<file path="config.mk">
export PLATFORM = sky130hd
export DESIGN_NAME = alu_issue_stage
export DESIGN_NICKNAME = d
export VERILOG_FILES = /design/src/rtl/alu_issue_stage.sv
export SDC_FILE = /design/constraint.sdc
export NUM_CORES = 1
export LEC_CHECK = 0
export ABC_CLOCK_PERIOD_IN_PS = 1600
export BUFFER_PORTS_ARGS = -buffer_cell sky130_fd_sc_hd__buf_2
export CELL_PAD_IN_SITES_DETAIL_PLACEMENT = 1
export CELL_PAD_IN_SITES_GLOBAL_PLACEMENT = 2
export CORE_MARGIN = 4
export CORE_UTILIZATION = 23
export CTS_BUF_LIST = sky130_fd_sc_hd__clkbuf_8
export DETAILED_ROUTE_END_ITERATION = 10
export GPL_ROUTABILITY_DRIVEN = 0
export HOLD_SLACK_MARGIN = 0.08
export PLACE_DENSITY_LB_ADDON = 0.25
export SETUP_SLACK_MARGIN = 0.1
export SYNTH_ARGS = -nofsm -noshare
export SYNTH_HDL_FRONTEND = slang
export SYNTH_SLANG_ARGS = --single-unit
export TNS_END_PERCENT = 20
</file>
<file path="constraint.sdc">
create_clock -name clk -period 1.6 [get_ports clk]
set_input_delay 0.32 -clock clk [delete_from_list [all_inputs] [get_ports clk]]
set_output_delay 0.32 -clock clk [all_outputs]
set_load 0.1 [all_outputs]
</file>
<file path="src/rtl/alu_issue_stage.sv">
// -----------------------------------------------------------------------------
// alu_issue_stage
//
// Decode/issue stage in front of the EX-stage ALU. It decodes RV32I OP, OP-IMM,
// LUI and AUIPC instructions into a 4-bit ALU operation code and two operands.
// The result is registered behind a valid/ready handshake with a latency of one
// cycle. An instruction this stage cannot decode is still issued, with
// o_illegal set, so that the exception is raised downstream.
//
// ALU code map: 0000 nop, 0001 add, 0010 sub, 0011 sll, 0100 slt, 0101 sltu,
//               0110 xor, 0111 srl, 1000 sra, 1001 or, 1010 and.
//
// Ports
//   clk, rst_n     clock (rising edge) and asynchronous active-low reset
//   i_valid        upstream bundle valid
//   o_ready        this stage can accept (combinational: !o_valid | i_ready)
//   i_instr        instruction word
//   i_pc           instruction PC, used as the AUIPC operand
//   i_rs1_data     rs1 register value
//   i_rs2_data     rs2 register value
//   i_flush        drop the held bundle and refuse the incoming one
//   o_valid        issued bundle valid toward the ALU
//   i_ready        downstream accepts the bundle
//   o_data1        ALU operand 1
//   o_data2        ALU operand 2
//   o_alu_control  ALU operation code
//   o_illegal      instruction not decodable by this stage
// -----------------------------------------------------------------------------
module alu_issue_stage #(
  parameter int WIDTH = 32
) (
  input  logic             clk,
  input  logic             rst_n,
  input  logic             i_valid,
  output logic             o_ready,
  input  logic [31:0]      i_instr,
  input  logic [WIDTH-1:0] i_pc,
  input  logic [WIDTH-1:0] i_rs1_data,
  input  logic [WIDTH-1:0] i_rs2_data,
  input  logic             i_flush,
  output logic             o_valid,
  input  logic             i_ready,
  output logic [WIDTH-1:0] o_data1,
  output logic [WIDTH-1:0] o_data2,
  output logic [3:0]       o_alu_control,
  output logic             o_illegal
);

  typedef enum logic [3:0] {
    ALU_NOP  = 4'b0000,
    ALU_ADD  = 4'b0001,
    ALU_SUB  = 4'b0010,
    ALU_SLL  = 4'b0011,
    ALU_SLT  = 4'b0100,
    ALU_SLTU = 4'b0101,
    ALU_XOR  = 4'b0110,
    ALU_SRL  = 4'b0111,
    ALU_SRA  = 4'b1000,
    ALU_OR   = 4'b1001,
    ALU_AND  = 4'b1010
  } alu_op_e;

  localparam logic [6:0] OPC_OP    = 7'b0110011;
  localparam logic [6:0] OPC_OPIMM = 7'b0010011;
  localparam logic [6:0] OPC_LUI   = 7'b0110111;
  localparam logic [6:0] OPC_AUIPC = 7'b0010111;

  localparam logic [6:0] F7_BASE = 7'b0000000;
  localparam logic [6:0] F7_ALT  = 7'b0100000;

  // ---------------------------------------------------------------------------
  // Instruction fields
  // ---------------------------------------------------------------------------
  logic [6:0]       opcode;
  logic [2:0]       f3;
  logic [6:0]       f7;
  logic [WIDTH-1:0] imm_i;
  logic [WIDTH-1:0] imm_u;

  assign opcode = i_instr[6:0];
  assign f3     = i_instr[14:12];
  assign f7     = i_instr[31:25];
  assign imm_i  = {{(WIDTH-12){i_instr[31]}}, i_instr[31:20]};
  assign imm_u  = {i_instr[31:12], 12'b0};

  // ---------------------------------------------------------------------------
  // Combinational decode
  // ---------------------------------------------------------------------------
  alu_op_e          dec_op;
  logic [WIDTH-1:0] dec_data1;
  logic [WIDTH-1:0] dec_data2;
  logic             dec_illegal;

  always_comb begin
    // NOTE: every output of this block gets a default first, so no path through
    // the case statements can leave a signal unassigned and infer a latch.
    dec_op      = ALU_NOP;
    dec_data1   = '0;
    dec_data2   = '0;
    dec_illegal = 1'b0;

    unique case (opcode)
      OPC_OP: begin
        dec_data1 = i_rs1_data;
        dec_data2 = i_rs2_data;
        if (f7 == F7_BASE) begin
          unique case (f3)
            3'b000: dec_op = ALU_ADD;
            3'b001: dec_op = ALU_SLL;
            3'b010: dec_op = ALU_SLT;
            3'b011: dec_op = ALU_SLTU;
            3'b100: dec_op = ALU_XOR;
            3'b101: dec_op = ALU_SRL;
            3'b110: dec_op = ALU_OR;
            default: dec_op = ALU_AND;
          endcase
        end else if (f7 == F7_ALT && f3 == 3'b000) begin
          dec_op = ALU_SUB;
        end else if (f7 == F7_ALT && f3 == 3'b101) begin
          dec_op = ALU_SRA;
        end else begin
          // Includes the M extension (f7 = 0000001), which this ALU does not run.
          dec_illegal = 1'b1;
        end
      end

      OPC_OPIMM: begin
        dec_data1 = i_rs1_data;
        dec_data2 = imm_i;
        unique case (f3)
          3'b000: dec_op = ALU_ADD;
          3'b010: dec_op = ALU_SLT;
          3'b011: dec_op = ALU_SLTU;
          3'b100: dec_op = ALU_XOR;
          3'b110: dec_op = ALU_OR;
          3'b111: dec_op = ALU_AND;
          3'b001: begin
            if (f7 == F7_BASE) dec_op = ALU_SLL;
            else               dec_illegal = 1'b1;
          end
          default: begin // 3'b101
            if      (f7 == F7_BASE) dec_op = ALU_SRL;
            else if (f7 == F7_ALT)  dec_op = ALU_SRA;
            else                    dec_illegal = 1'b1;
          end
        endcase
      end

      OPC_LUI: begin
        dec_op    = ALU_ADD;
        dec_data2 = imm_u;
      end

      OPC_AUIPC: begin
        dec_op    = ALU_ADD;
        dec_data1 = i_pc;
        dec_data2 = imm_u;
      end

      default: dec_illegal = 1'b1;
    endcase

    // The ALU shifter only looks at a 5-bit amount; mask it here so operand 2
    // carries exactly the shift amount for both register and immediate forms.
    if (dec_op == ALU_SLL || dec_op == ALU_SRL || dec_op == ALU_SRA) begin
      dec_data2 = {{(WIDTH-5){1'b0}}, dec_data2[4:0]};
    end

    // Illegal bundles travel with zeroed operands and a no-op code.
    if (dec_illegal) begin
      dec_op    = ALU_NOP;
      dec_data1 = '0;
      dec_data2 = '0;
    end
  end

  // ---------------------------------------------------------------------------
  // Handshake and output register
  // ---------------------------------------------------------------------------
  logic             valid_q,   valid_d;
  logic [WIDTH-1:0] data1_q,   data1_d;
  logic [WIDTH-1:0] data2_q,   data2_d;
  logic [3:0]       ctrl_q,    ctrl_d;
  logic             illegal_q, illegal_d;
  logic             accept;

  assign o_ready = !valid_q || i_ready;
  // Flush wins over acceptance but deliberately does not gate o_ready.
  assign accept  = i_valid && o_ready && !i_flush;

  always_comb begin
    valid_d   = valid_q;
    data1_d   = data1_q;
    data2_d   = data2_q;
    ctrl_d    = ctrl_q;
    illegal_d = illegal_q;

    if (i_flush) begin
      valid_d = 1'b0;
    end else if (accept) begin
      // Covers accept-with-transfer too: the new bundle replaces the old one.
      valid_d   = 1'b1;
      data1_d   = dec_data1;
      data2_d   = dec_data2;
      ctrl_d    = dec_op;
      illegal_d = dec_illegal;
    end else if (valid_q && i_ready) begin
      // Transfer out with nothing behind it; data registers keep stale values.
      valid_d = 1'b0;
    end
  end

  // NOTE: state registers use non-blocking assignments so every flop samples
  // the pre-edge values and the block order cannot change the result.
  // NOTE: the operand registers are reset as well as valid, because the reset
  // state of every output is defined, not only the valid flag.
  always_ff @(posedge clk or negedge rst_n) begin
    if (!rst_n) begin
      valid_q   <= 1'b0;
      data1_q   <= '0;
      data2_q   <= '0;
      ctrl_q    <= ALU_NOP;
      illegal_q <= 1'b0;
    end else begin
      valid_q   <= valid_d;
      data1_q   <= data1_d;
      data2_q   <= data2_d;
      ctrl_q    <= ctrl_d;
      illegal_q <= illegal_d;
    end
  end

  assign o_valid       = valid_q;
  assign o_data1       = data1_q;
  assign o_data2       = data2_q;
  assign o_alu_control = ctrl_q;
  assign o_illegal     = illegal_q;

endmodule

</file>
==> results of run 1 <==
## state kept, by name, indices dropped and copies added, names as in the netlist
| signal | count |
|---|---|
| o_illegal | 1 |
| o_valid | 1 |
| o_alu_control | 4 |
| o_data2 | 32 |
| o_data1 | 32 |
## report_power, final
group	leakage (nW)	switching (mW)	internal (mW)
clock network	0.0993	0.673	0.744
registers	0.970	0.00545	1.78
logic	1.73	0.387	0.297
total	2.80	1.07	2.82
## what timing repair did
action / 4_1_cts / 5_1_grt
hold buffers: 1 / 0
resized for setup: 11 / 48
setup endpoints to repair: 74 / 106
pin swaps: 4 / 2
endpoints found under the hold margin: 17 / 0
buffers inserted: 1 / 2
## kinds of logic (layout without fill, tap and decap cells)
group,after synthesis,after routing,share of synthesized area
mux,11,11,0.0319
compound gates,166,166,0.298
xor+xnor,3,3,0.00712
buf+inv,40,281,0.0458
simple gates,97,97,0.126
flops,70,70,0.475
fa+ha+maj,5,5,0.0163
## metal layers
metal  global-route usage  routed length [um]
met3               0.0306                 596
met5                    0                   0
met2                0.292                7920
met1                0.195                6110
met4               0.0498                 287
## through the flow
step	std cells	worst slack, ps	utilization	instance area [um2]	hold slack (ps)
2_1_floorplan	392	-644	-	3720	24.4
3_3_place_gp	830	-884	0.339	5370	221
3_5_place_dp	830	-983	0.339	5370	230
4_1_cts	847	-501	0.354	5610	119
5_1_grt	849	-611	0.363	5740	118
6_report	849	-545	0.363	5740	144
## area by class of cell
cell class | instances | area, um2
clock buffer | 10 | 138
timing repair buffer | 259 | 1680
sequential | 70 | 1760
multi-input combinational | 282 | 1820
tap | 216 | 270
fill | 1906 | 10100
clock inverter | 5 | 51.3
inverter | 7 | 26.3
## worst max-delay path, stage by stage
cell and delay [ps]:
sky130_fd_sc_hd__buf_8 100, sky130_fd_sc_hd__nor4_4 250, sky130_fd_sc_hd__buf_4 170, sky130_fd_sc_hd__nor3b_4 260, sky130_fd_sc_hd__o32ai_2 130, sky130_fd_sc_hd__a2111o_1 490
sky130_fd_sc_hd__nor2_4 150, sky130_fd_sc_hd__o2bb2ai_4 180, sky130_fd_sc_hd__buf_12 180, sky130_fd_sc_hd__a32o_1 170
## layout by cell type (no fill, tap or decap), types with 2 or more instances in the layout
master and n:
sky130_fd_sc_hd__a31oi_1 5, sky130_fd_sc_hd__xor2_1 3, sky130_fd_sc_hd__mux2i_1 5, sky130_fd_sc_hd__nor4_1 2
sky130_fd_sc_hd__a211oi_1 3, sky130_fd_sc_hd__inv_1 7, sky130_fd_sc_hd__a21o_1 2, sky130_fd_sc_hd__nor2_1 4
sky130_fd_sc_hd__mux2_2 6, sky130_fd_sc_hd__buf_6 2, sky130_fd_sc_hd__clkbuf_8 10, sky130_fd_sc_hd__nor2b_1 3
sky130_fd_sc_hd__clkbuf_4 36, sky130_fd_sc_hd__a21oi_1 23, sky130_fd_sc_hd__clkinv_2 2, sky130_fd_sc_hd__a22o_1 20
sky130_fd_sc_hd__o21ai_1 39, sky130_fd_sc_hd__nand2_1 66, sky130_fd_sc_hd__a22oi_1 32, sky130_fd_sc_hd__ha_1 3
sky130_fd_sc_hd__o21ai_0 22, sky130_fd_sc_hd__nand3b_1 2, sky130_fd_sc_hd__nor3_1 3, sky130_fd_sc_hd__nand3_1 3
sky130_fd_sc_hd__o211ai_1 2, sky130_fd_sc_hd__dfrtp_1 69, sky130_fd_sc_hd__nor3b_1 3, sky130_fd_sc_hd__nand2b_1 2
sky130_fd_sc_hd__buf_4 57, sky130_fd_sc_hd__buf_12 8, sky130_fd_sc_hd__nor2_4 2, sky130_fd_sc_hd__a32o_1 7
sky130_fd_sc_hd__buf_2 154
## path summary, 6_finish.rpt
check,start,depth (start not counted),end
setup reg to reg,o_valid,7,o_data2[4]
hold / removal,i_flush,2,o_valid
min in group asynchronous,rst_n,2,o_data1[4]
hold reg to reg,o_data1[28],2,o_data1[28]
max in group asynchronous,rst_n,3,o_data2[17]
setup / recovery,i_instr[27],10,o_data2[5]
==> summary.md, run 1 <==
| Metric | Value |
|---|---|
| Outcome | complete, but fails checks |
| Violations in the final reports | negative setup slack |
| Worst Setup Start Kind | input pin |
| Final setup fails | 69 |
| Number of clock buffers inserted by TritonCTS | 9 |
| Headroom to the max-slew limit | 0.660 |
| TritonCTS clock tree | done |
| Initial drt markers | 207 |
| Share of synthesized registers carrying an async set or reset | 1.00 |
| Critical setup path kind | input pin to flop |
| Leading register cell type out of synthesis | sky130_fd_sc_hd__dfrtp_1 |
| Count of maximum capacitance violations | 0 |
| Average routed wire per standard cell | 17.6 um |
| Via count of the first global-routing pass | 4302 |
| Area grow syn2layout | 55.6% |
| Sequential cell area fraction in the yosys report | 0.475 |
| Endpoints failing hold | 0 |
| ANT cells | 0 |
| Maximum operating frequency | 466 MHz |
| Clock edge transition at the registers on the reported setup and hold paths | 70 ps |
| Clock Tree Buf Depth | 2 |
| Synthesized area per cell | 9.41 um2 |
| Sum of routed wire length over all layers | 14900 um |
| Buffers added on ports | 198 |
| Worst Max-Slew Pin Slew | 513 ps |
| Horiz. Die Dim | 135 um |
| Deepest level of the CTS H-tree | 3 |
| Global-route wire length before repair | 23300 um |
| Final number of max-transition violations | 0 |
| Setup repair after global routing missed its margin | yes |
| Final-stage net count | 766 |
| Number of antenna violations at the first check in global routing | 0 |
| Synth cell types | 44 |
| Power per Cell Area | 677 nW/um2 |
| Post-Synthesis Cells | 392 |
| Height of the die | 135 um |
| Setup ws final | -545 ps |
| Overall power of the completed layout | 3.88 mW |
| Top cell type's share of synthesized area | 0.475 |
| Sink count of the clock tree | 70 |
| Residual antenna-violating net count after detailed routing | 0 |
| Total grt overflow | 0 |
| Number of placement rows | 46 |
| Die Outline Area | 18100 um2 |
| Synth warn | 0 |
| Clock insertion delay at the later pin of the skew report | 340 ps |
| I/O pin total | 204 |
| Top post-synthesis cells by count | sky130_fd_sc_hd__dfrtp_1 (70), sky130_fd_sc_hd__nand2_1 (66), sky130_fd_sc_hd__o21ai_1 (35) |
| Most frequently used cell type in the post-synthesis netlist | sky130_fd_sc_hd__dfrtp_1 |
| Detailed-placement wirelength estimate | 11500 um |
| HP Class | input pin to flop |
| Data arrival time of the critical path | 2410 ps |
| Standby leakage power | 2.80 nW |
| Biggest fanout along the worst timing path | 15 |
| Layout cells sized above 1 | 0.463 |
| Tcrit/Tclk final | 1.34 |
| Setup slack, reg-to-reg | -420 ps |
| Setup TNS | -28360 ps |
| Area of the core | 15800 um2 |
| Final Skew | 11.6 ps |
| Number of nets in the synthesized netlist | 529 |
| Required arrival time at the worst endpoint | 1870 ps |
| Cell area after synthesis | 3690 um2 |
| Avg Vias per Cell | 4.70 |
| CTS root buf | sky130_fd_sc_hd__clkbuf_8 |
| Largest net degree at the start of global routing | 70 |
| Cell type with the highest aggregate area in the netlist | sky130_fd_sc_hd__dfrtp_1 |
| Kind of end point of the critical path | flop |
| Crit path time final | 2140 ps |
| IR drop worst, VDD | 291 uV |
| Number of iterations in the first detailed-routing pass | 5 |
| Post-detailed-route DRC marker count | 0 |
| Synthesized flop and latch total | 70 |
| Initial core utilization | 0.233 |
| Number of synthesized flops with an enable pin | 0 |
| Routed via count | 3992 |
| Area contributors post-synth | sky130_fd_sc_hd__dfrtp_1 (47%), sky130_fd_sc_hd__nand2_1 (6.7%), sky130_fd_sc_hd__a22oi_1 (6.5%) |
| All-layer global routing usage | 0.162 |
Note: power is estimated with default switching activity, not from simulation.
==> run 2, diff against run 1 <==
--- a/config.mk
+++ b/config.mk
@@ -13,9 +13,9 @@
 export CORE_UTILIZATION = 23
 export CTS_BUF_LIST = sky130_fd_sc_hd__clkbuf_8
 export DETAILED_ROUTE_END_ITERATION = 10
-export GPL_ROUTABILITY_DRIVEN = 0
 export HOLD_SLACK_MARGIN = 0.08
 export PLACE_DENSITY_LB_ADDON = 0.25
+export REMOVE_ABC_BUFFERS = 1
 export SETUP_SLACK_MARGIN = 0.1
 export SYNTH_ARGS = -nofsm -noshare
 export SYNTH_HDL_FRONTEND = slang
==> run 2 against run 1 <==
Against the previous run:
- the flow still finishes with violations (negative setup slack)
- flip-flop and latch count unchanged
- final area up 1.6%
- combinational power down 1%
- first-iteration DRC count down 26%
- global-route usage about the same
- register-to-register slack better by 70 ps
- total power up 6.2%
- routed wire length down 1.8%
- critical path type unchanged
- critical endpoint is now o_data2[6]
- largest cell class unchanged
==> summary.md, run 2 (synthesized netlist as in run 1, its figures left out) <==
| Metric | Value |
|---|---|
| Outcome | complete, but fails checks |
| Violations in the final reports | negative setup slack |
| Critical setup path kind | input pin to flop |
| Cell Chain, Critical Path | buf_8 -> nor4_4 -> nor3b_4 -> o32ai_2 -> a2111o_1 -> buf_4 -> o2bb2ai_4 -> buf_12 -> a32o_1 |
| ANT cells | 0 (unchanged) |
| Tcrit/Tclk final | 1.28 (-0.0615) |
| Number of antenna violations at the first check in global routing | 0 (unchanged) |
| Area grow syn2layout | 58.1% |
| Buffers added on ports | 198 (unchanged) |
| Initial core utilization | 0.233 (unchanged) |
| IR drop worst, VDD | 308 uV (+6.0%) |
| Leading cell type in the layout, fill and taps excluded | sky130_fd_sc_hd__buf_2 |
| Initial drt markers | 154 (-26%) |
| TritonCTS clock tree | done |
| Setup TNS | -20610 ps (+7750 ps) |
| Clock insertion delay at the later pin of the skew report | 350 ps (about the same) |
| Layout cells sized above 1 | 0.471 (+0.00855) |
| Post-detailed-route DRC marker count | 0 (unchanged) |
| Routed via count | 3984 (-0.20%) |
| Number of buffer and inverter instances along the worst setup path | 3 (unchanged) |
| Largest net degree at the start of global routing | 71 (+1.4%) |
| Standby leakage power | 2.81 nW (+0.12%) |
| Sum of routed wire length over all layers | 14700 um (-1.8%) |
| Power per Cell Area | 707 nW/um2 (+4.5%) |
| Number of iterations in the first detailed-routing pass | 4 (-1) |
| Number of clock buffers inserted by TritonCTS | 9 (unchanged) |
| Die Outline Area | 18100 um2 (unchanged) |
| HP Class | input pin to flop |
| Detailed-placement wirelength estimate | 11100 um (-3.5%) |
| Data arrival time of the critical path | 2340 ps (-70 ps) |
| All-layer global routing usage | 0.162 (+0.000488) |
| Top delay family on crit path | compound AO/OA/AOI/OAI gates |
| Count of filler cells inserted in the layout | 1894 (-0.63%) |
| Biggest fanout along the worst timing path | 27 (+12) |
| Height of the die | 135 um (unchanged) |
| Final Skew | 6.64 ps (-4.93 ps) |
| Via count of the first global-routing pass | 4284 (-0.42%) |
| Worst setup slack after placement | -1030 ps (-45.7 ps) |
| Kind of end point of the critical path | flop |
| Area of all placed cells without fillers | 5830 um2 (+1.6%) |
| Sink count of the clock tree | 70 (unchanged) |
| Residual antenna-violating net count after detailed routing | 0 (unchanged) |
| Maximum operating frequency | 489 MHz (+4.8%) |
| Final-stage net count | 762 (-0.52%) |
| Setup repair after global routing missed its margin | yes |
| Headroom to the max-slew limit | 0.663 (+0.00284) |
| Deepest level of the CTS H-tree | 3 (unchanged) |
| Worst Setup Start Kind | input pin |
| CTS root buf | sky130_fd_sc_hd__clkbuf_8 |
| Endpoints failing hold | 0 (unchanged) |
| Clock Tree Buf Depth | 2 (unchanged) |
| Crit path time final | 2050 ps (-98.4 ps) |
| Clock edge transition at the registers on the reported setup and hold paths | 70 ps (about the same) |
| Horiz. Die Dim | 135 um (unchanged) |
| Final setup fails | 69 (unchanged) |
| Avg Vias per Cell | 4.71 (+0.15%) |
| Worst Max-Slew Pin Slew | 509 ps (-4.29 ps) |
| Average routed wire per standard cell | 17.3 um (-1.5%) |
| Setup ws final | -446 ps (+98.4 ps) |
| Critical-path top delay cell | sky130_fd_sc_hd__a2111o_1 |
| Top library cells by usage in the layout, fill and taps aside | sky130_fd_sc_hd__buf_2 (130), sky130_fd_sc_hd__buf_4 (79), sky130_fd_sc_hd__dfrtp_1 (70) |
| Cell area after placement | 5290 um2 (-1.5%) |
| Total grt overflow | 0 (unchanged) |
| Area of the core | 15800 um2 (unchanged) |
| RePlAce Congestion | 0.881 |
| Global-route wire length before repair | 23300 um (-0.27%) |
| Maximum cell stage delay along the critical path | 450 ps (-40 ps) |
| Required arrival time at the worst endpoint | 1890 ps (+20 ps) |
| I/O pin total | 204 (unchanged) |
| Number of placement rows | 46 (unchanged) |
| Count of maximum capacitance violations | 0 (unchanged) |
| Final number of max-transition violations | 0 (unchanged) |
run 2: repair_timing:
action	in CTS	in global routing
endpoints found under the hold margin	70	0
hold buffers	1	0
resized for setup	45	52
pin swaps	7	3
buffers inserted	3	1
setup endpoints to repair	100	105
run 2: path summary, 6_finish.rpt:
| check | slack [ps] | endpoint | start | cells after the start |
|---|---|---|---|---|
| hold / removal | 120 | o_valid | i_flush | 2 |
| min in group asynchronous | 500 | o_data1[4] | rst_n | 3 |
| hold reg to reg | 490 | o_data1[25] | o_data1[25] | 2 |
| setup reg to reg | -350 | o_data2[6] | o_valid | 7 |
| max in group asynchronous | 780 | o_data2[31] | rst_n | 3 |
| setup / recovery | -450 | o_data2[6] | i_instr[25] | 9 |
run 2: final cells by class:
type | count | area, um2 | area share
Clock buffer | 11 | 151 | 0.0259
Clock inverter | 5 | 81.3 | 0.0139
Inverter | 7 | 26.3 | 0.00450
Multi-Input combinational cell | 282 | 1870 | 0.320
Sequential cell | 70 | 1750 | 0.300
Tap cell | 216 | 270 | 0.0463
Timing Repair Buffer | 255 | 1690 | 0.289
run 2: metal layers:
metal | track usage | vias up | share of wire
li1 | - | 1914 | -
met4 | 0.0611 | 0 | 0.024
met2 | 0.285 | 95 | 0.52
met1 | 0.196 | 1949 | 0.41
met3 | 0.0313 | 26 | 0.046
met5 | 0 | - | 0
run 2: stage by stage:
step / cells / power, mW / utilization / hold WS [ps]
2_1_floorplan: 359 / 2.05 / - / 24.4
3_3_place_gp: 826 / 2.46 / 0.334 / 368
3_5_place_dp: 826 / 2.47 / 0.334 / 369
4_1_cts: 845 / 4.20 / 0.359 / 93.9
5_1_grt: 846 / 4.34 / 0.369 / 104
6_report: 846 / 4.13 / 0.369 / 120
run 2: where the power goes:
part / total [mW] / internal (mW) / switching [mW]
logic: 0.676 / 0.291 / 0.385
registers: 1.78 / 1.78 / 0.00504
clock network: 1.67 / 0.963 / 0.707
total: 4.13 / 3.03 / 1.10
==> run 3, diff against run 2 <==
--- a/config.mk
+++ b/config.mk
@@ -9,7 +9,7 @@
 export BUFFER_PORTS_ARGS = -buffer_cell sky130_fd_sc_hd__buf_2
 export CELL_PAD_IN_SITES_DETAIL_PLACEMENT = 1
 export CELL_PAD_IN_SITES_GLOBAL_PLACEMENT = 2
-export CORE_MARGIN = 4
+export CORE_MARGIN = 1.5
 export CORE_UTILIZATION = 23
 export CTS_BUF_LIST = sky130_fd_sc_hd__clkbuf_8
 export DETAILED_ROUTE_END_ITERATION = 10
==> run 3 against run 2 <==
Against the previous run:
- the run still ends with negative setup slack left
- sequential share of layout area is essentially flat
- flip-flop and latch count did not move
- register-to-register slack worse by 80 ps
- final area barely moved
- combinational power grew 2%
- total power down 4.2%
- non-clock buffer count down 1
- clock skew grew 4.7 ps
- core utilization is 0.11 points higher
- maximum frequency is 3.1% lower
==> summary.md, run 3 (synthesized netlist as in run 1, its figures left out) <==
| Metric | Value |
|---|---|
| Sw power | 1.09 mW (-0.51%) |
| Via count of the first global-routing pass | 4106 (-4.2%) |
| Number of iterations in the first detailed-routing pass | 4 (unchanged) |
| Leading cell type in the layout, fill and taps excluded | sky130_fd_sc_hd__buf_2 |
| Final Skew | 11.3 ps (+4.70 ps) |
| Final-stage net count | 761 (-0.13%) |
| Worst Max-Slew Pin Slew | 505 ps (-3.83 ps) |
| Number of antenna violations at the first check in global routing | 0 (unchanged) |
| Switching Fraction | 0.276 (+0.0101) |
| Combinational power share | 0.174 (+0.010) |
| Violations in the final reports | negative setup slack |
| Deepest level of the CTS H-tree | 3 (unchanged) |
| Headroom to the max-slew limit | 0.666 (+0.00254) |
| Buffers added on ports | 198 (unchanged) |
| Overall power of the completed layout | 3.95 mW (-4.2%) |
| Cell Chain, Critical Path | buf_8 -> nor4_4 -> nor3b_4 -> o32ai_2 -> a2111o_1 -> nor2_4 -> o2bb2ai_4 -> clkbuf_16 -> a22o_1 |
| Part of the power in the clock network | 0.375 (-0.030) |
| Maximum operating frequency | 473 MHz (-3.1%) |
| Critical-path top delay cell | sky130_fd_sc_hd__a2111o_1 |
| Sequential group share of total power | 0.450 (+0.019) |
| Largest net degree at the start of global routing | 71 (unchanged) |
| Area of all placed cells without fillers | 5830 um2 (about the same) |
| Internal power component | 2.86 mW (-5.5%) |
| Top library cells by usage in the layout, fill and taps aside | sky130_fd_sc_hd__buf_2 (135), sky130_fd_sc_hd__buf_4 (76), sky130_fd_sc_hd__dfrtp_1 (70) |
| Area of the core | 15800 um2 (-0.36%) |
| CTS root buf | sky130_fd_sc_hd__clkbuf_8 |
| Post-Route Hold Slack | 126 ps (+6.12 ps) |
| Maximum cell stage delay along the critical path | 480 ps (+30 ps) |
| Clock edge transition at the registers on the reported setup and hold paths | 70 ps (about the same) |
| Number of buffer and inverter instances along the worst setup path | 2 (-1) |
| Global-route wire length before repair | 22000 um (-5.4%) |
| Horiz. Die Dim | 130 um (-3.7%) |
| Biggest fanout along the worst timing path | 7 (-74%) |
| Final number of max-transition violations | 0 (unchanged) |
| Final setup fails | 69 (unchanged) |
| Post-detailed-route DRC marker count | 0 (unchanged) |
| Clock insertion delay at the later pin of the skew report | 360 ps (about the same) |
| Kind of end point of the critical path | flop |
| Required arrival time at the worst endpoint | 1890 ps (about the same) |
| Die Outline Area | 16800 um2 (-7.3%) |
| HP Class | input pin to flop |
| Sum of routed wire length over all layers | 14500 um (-0.95%) |
| Count of maximum capacitance violations | 0 (unchanged) |
| Sink count of the clock tree | 70 (unchanged) |
| Residual antenna-violating net count after detailed routing | 0 (unchanged) |
| Crit path time final | 2110 ps (+66.1 ps) |
| Data arrival time of the critical path | 2410 ps (+70 ps) |
| Number of placement rows | 46 (unchanged) |
| Standby leakage power | 2.81 nW (+0.16%) |
| All-layer global routing usage | 0.170 (+0.00769) |
| Outcome | complete, but fails checks |
| Clock Tree Buf Depth | 2 (unchanged) |
| Setup TNS | -25840 ps (-5220 ps) |
| Setup ws final | -512 ps (-66.1 ps) |
| Average routed wire per standard cell | 17.2 um (-0.83%) |
| Detailed-placement wirelength estimate | 10400 um (-5.5%) |
| Routed via count | 4019 (+0.88%) |
| Cell area after placement | 5280 um2 (-0.19%) |
| Avg Vias per Cell | 4.76 (+1.0%) |
| Setup repair after global routing missed its margin | yes |
| Critical setup path kind | input pin to flop |
| Initial core utilization | 0.234 (+0.000851) |
| RePlAce Congestion | 0.864 (-1.9%) |
| I/O pin total | 204 (unchanged) |
| Height of the die | 130 um (-3.7%) |
| Number of clock buffers inserted by TritonCTS | 9 (unchanged) |
| Endpoints failing hold | 0 (unchanged) |
| Layout cells sized above 1 | 0.464 (-0.00720) |
| Power per Cell Area | 678 nW/um2 (-4.1%) |
| Area grow syn2layout | 58.0% (about the same) |
| Worst Setup Start Kind | input pin |
| ANT cells | 0 (unchanged) |
| TritonCTS clock tree | done |
| IR drop worst, VDD | 314 uV (+1.9%) |
| Total grt overflow | 0 (unchanged) |
| Count of filler cells inserted in the layout | 1908 (+0.74%) |
| Tcrit/Tclk final | 1.32 (+0.0413) |
| Top delay family on crit path | compound AO/OA/AOI/OAI gates |
| Initial drt markers | 147 (-4.5%) |
## run 3: changes by cell type in the layout (fill, tap and decap cells not counted), moves of 2 or more
cell,change
sky130_fd_sc_hd__clkbuf_4,-5
sky130_fd_sc_hd__buf_2,+5
sky130_fd_sc_hd__o21ai_1,-6
sky130_fd_sc_hd__nor3b_1,+3
sky130_fd_sc_hd__nor3b_2,-3
sky130_fd_sc_hd__buf_4,-3
sky130_fd_sc_hd__o21ai_0,+5
sky130_fd_sc_hd__inv_1,+2
## run 3: what timing repair did
item | CTS | global route
endpoints found under the setup margin | 98 | 99
buffers inserted | 3 | 3
hold buffers | 1 | 0
pin swaps | 13 | 3
hold endpoints to repair | 70 | 0
gates cloned | 1 | 1
resized for setup | 46 | 36
## run 3: power groups by stage
stage          Sequential (mW)  Clock (mW)  Combinational (mW)
3_5_place_dp              1.82           0               0.659
5_1_grt                   1.78        1.62               0.752
3_3_place_gp              1.82           0               0.648
4_1_cts                   1.78        1.56               0.683
2_1_floorplan             1.87           0               0.179
6_report                  1.78        1.48               0.689
## run 3: final timing paths
kind | start | endpoint | slack [ps] | cells after the start
worst max-delay path | i_instr[28] | o_data2[15] | -510 | 9
worst min-delay path | i_flush | o_valid | 130 | 2
worst max register to register | o_valid | o_data2[15] | -430 | 7
worst min register to register | o_data2[2] | o_data2[2] | 480 | 2
max in group asynchronous | rst_n | o_data2[10] | 770 | 3
min in group asynchronous | rst_n | o_data1[12] | 500 | 3
## run 3: area by class of cell
class	count	area, um2	area share
clock inverters	5	50.0	0.00858
well taps	216	270	0.0464
multi-input cells	282	1870	0.321
repair buffers	254	1710	0.294
clock buffers	11	151	0.0260
inverters	7	26.3	0.00451
flip-flops and latches	70	1750	0.300
## run 3: worst register-to-register path: stages, from the launching register on
cell and delay, ps:
sky130_fd_sc_hd__dfrtp_1 380, sky130_fd_sc_hd__nand2b_1 160, sky130_fd_sc_hd__nand3b_1 230, sky130_fd_sc_hd__a2111o_1 500, sky130_fd_sc_hd__nor2_4 150, sky130_fd_sc_hd__o2bb2ai_4 200, sky130_fd_sc_hd__clkbuf_16 220, sky130_fd_sc_hd__a22o_1 120
## run 3: routing by layer
metal / wire length, um / track usage
met1: 6070 / 0.212
met2: 7620 / 0.294
met3: 575 / 0.0310
met4: 248 / 0.0588
met5: 0 / 0
## run 3: per-stage QoR
| stage | setup WS (ps) | cells | utilization |
|---|---|---|---|
| floorplan | -3500 | 359 | - |
| global placement | -994 | 821 | 0.335 |
| detailed placement | -1020 | 821 | 0.335 |
| CTS | -468 | 841 | 0.360 |
| global route | -600 | 845 | 0.370 |
| finish | -512 | 845 | 0.370 |
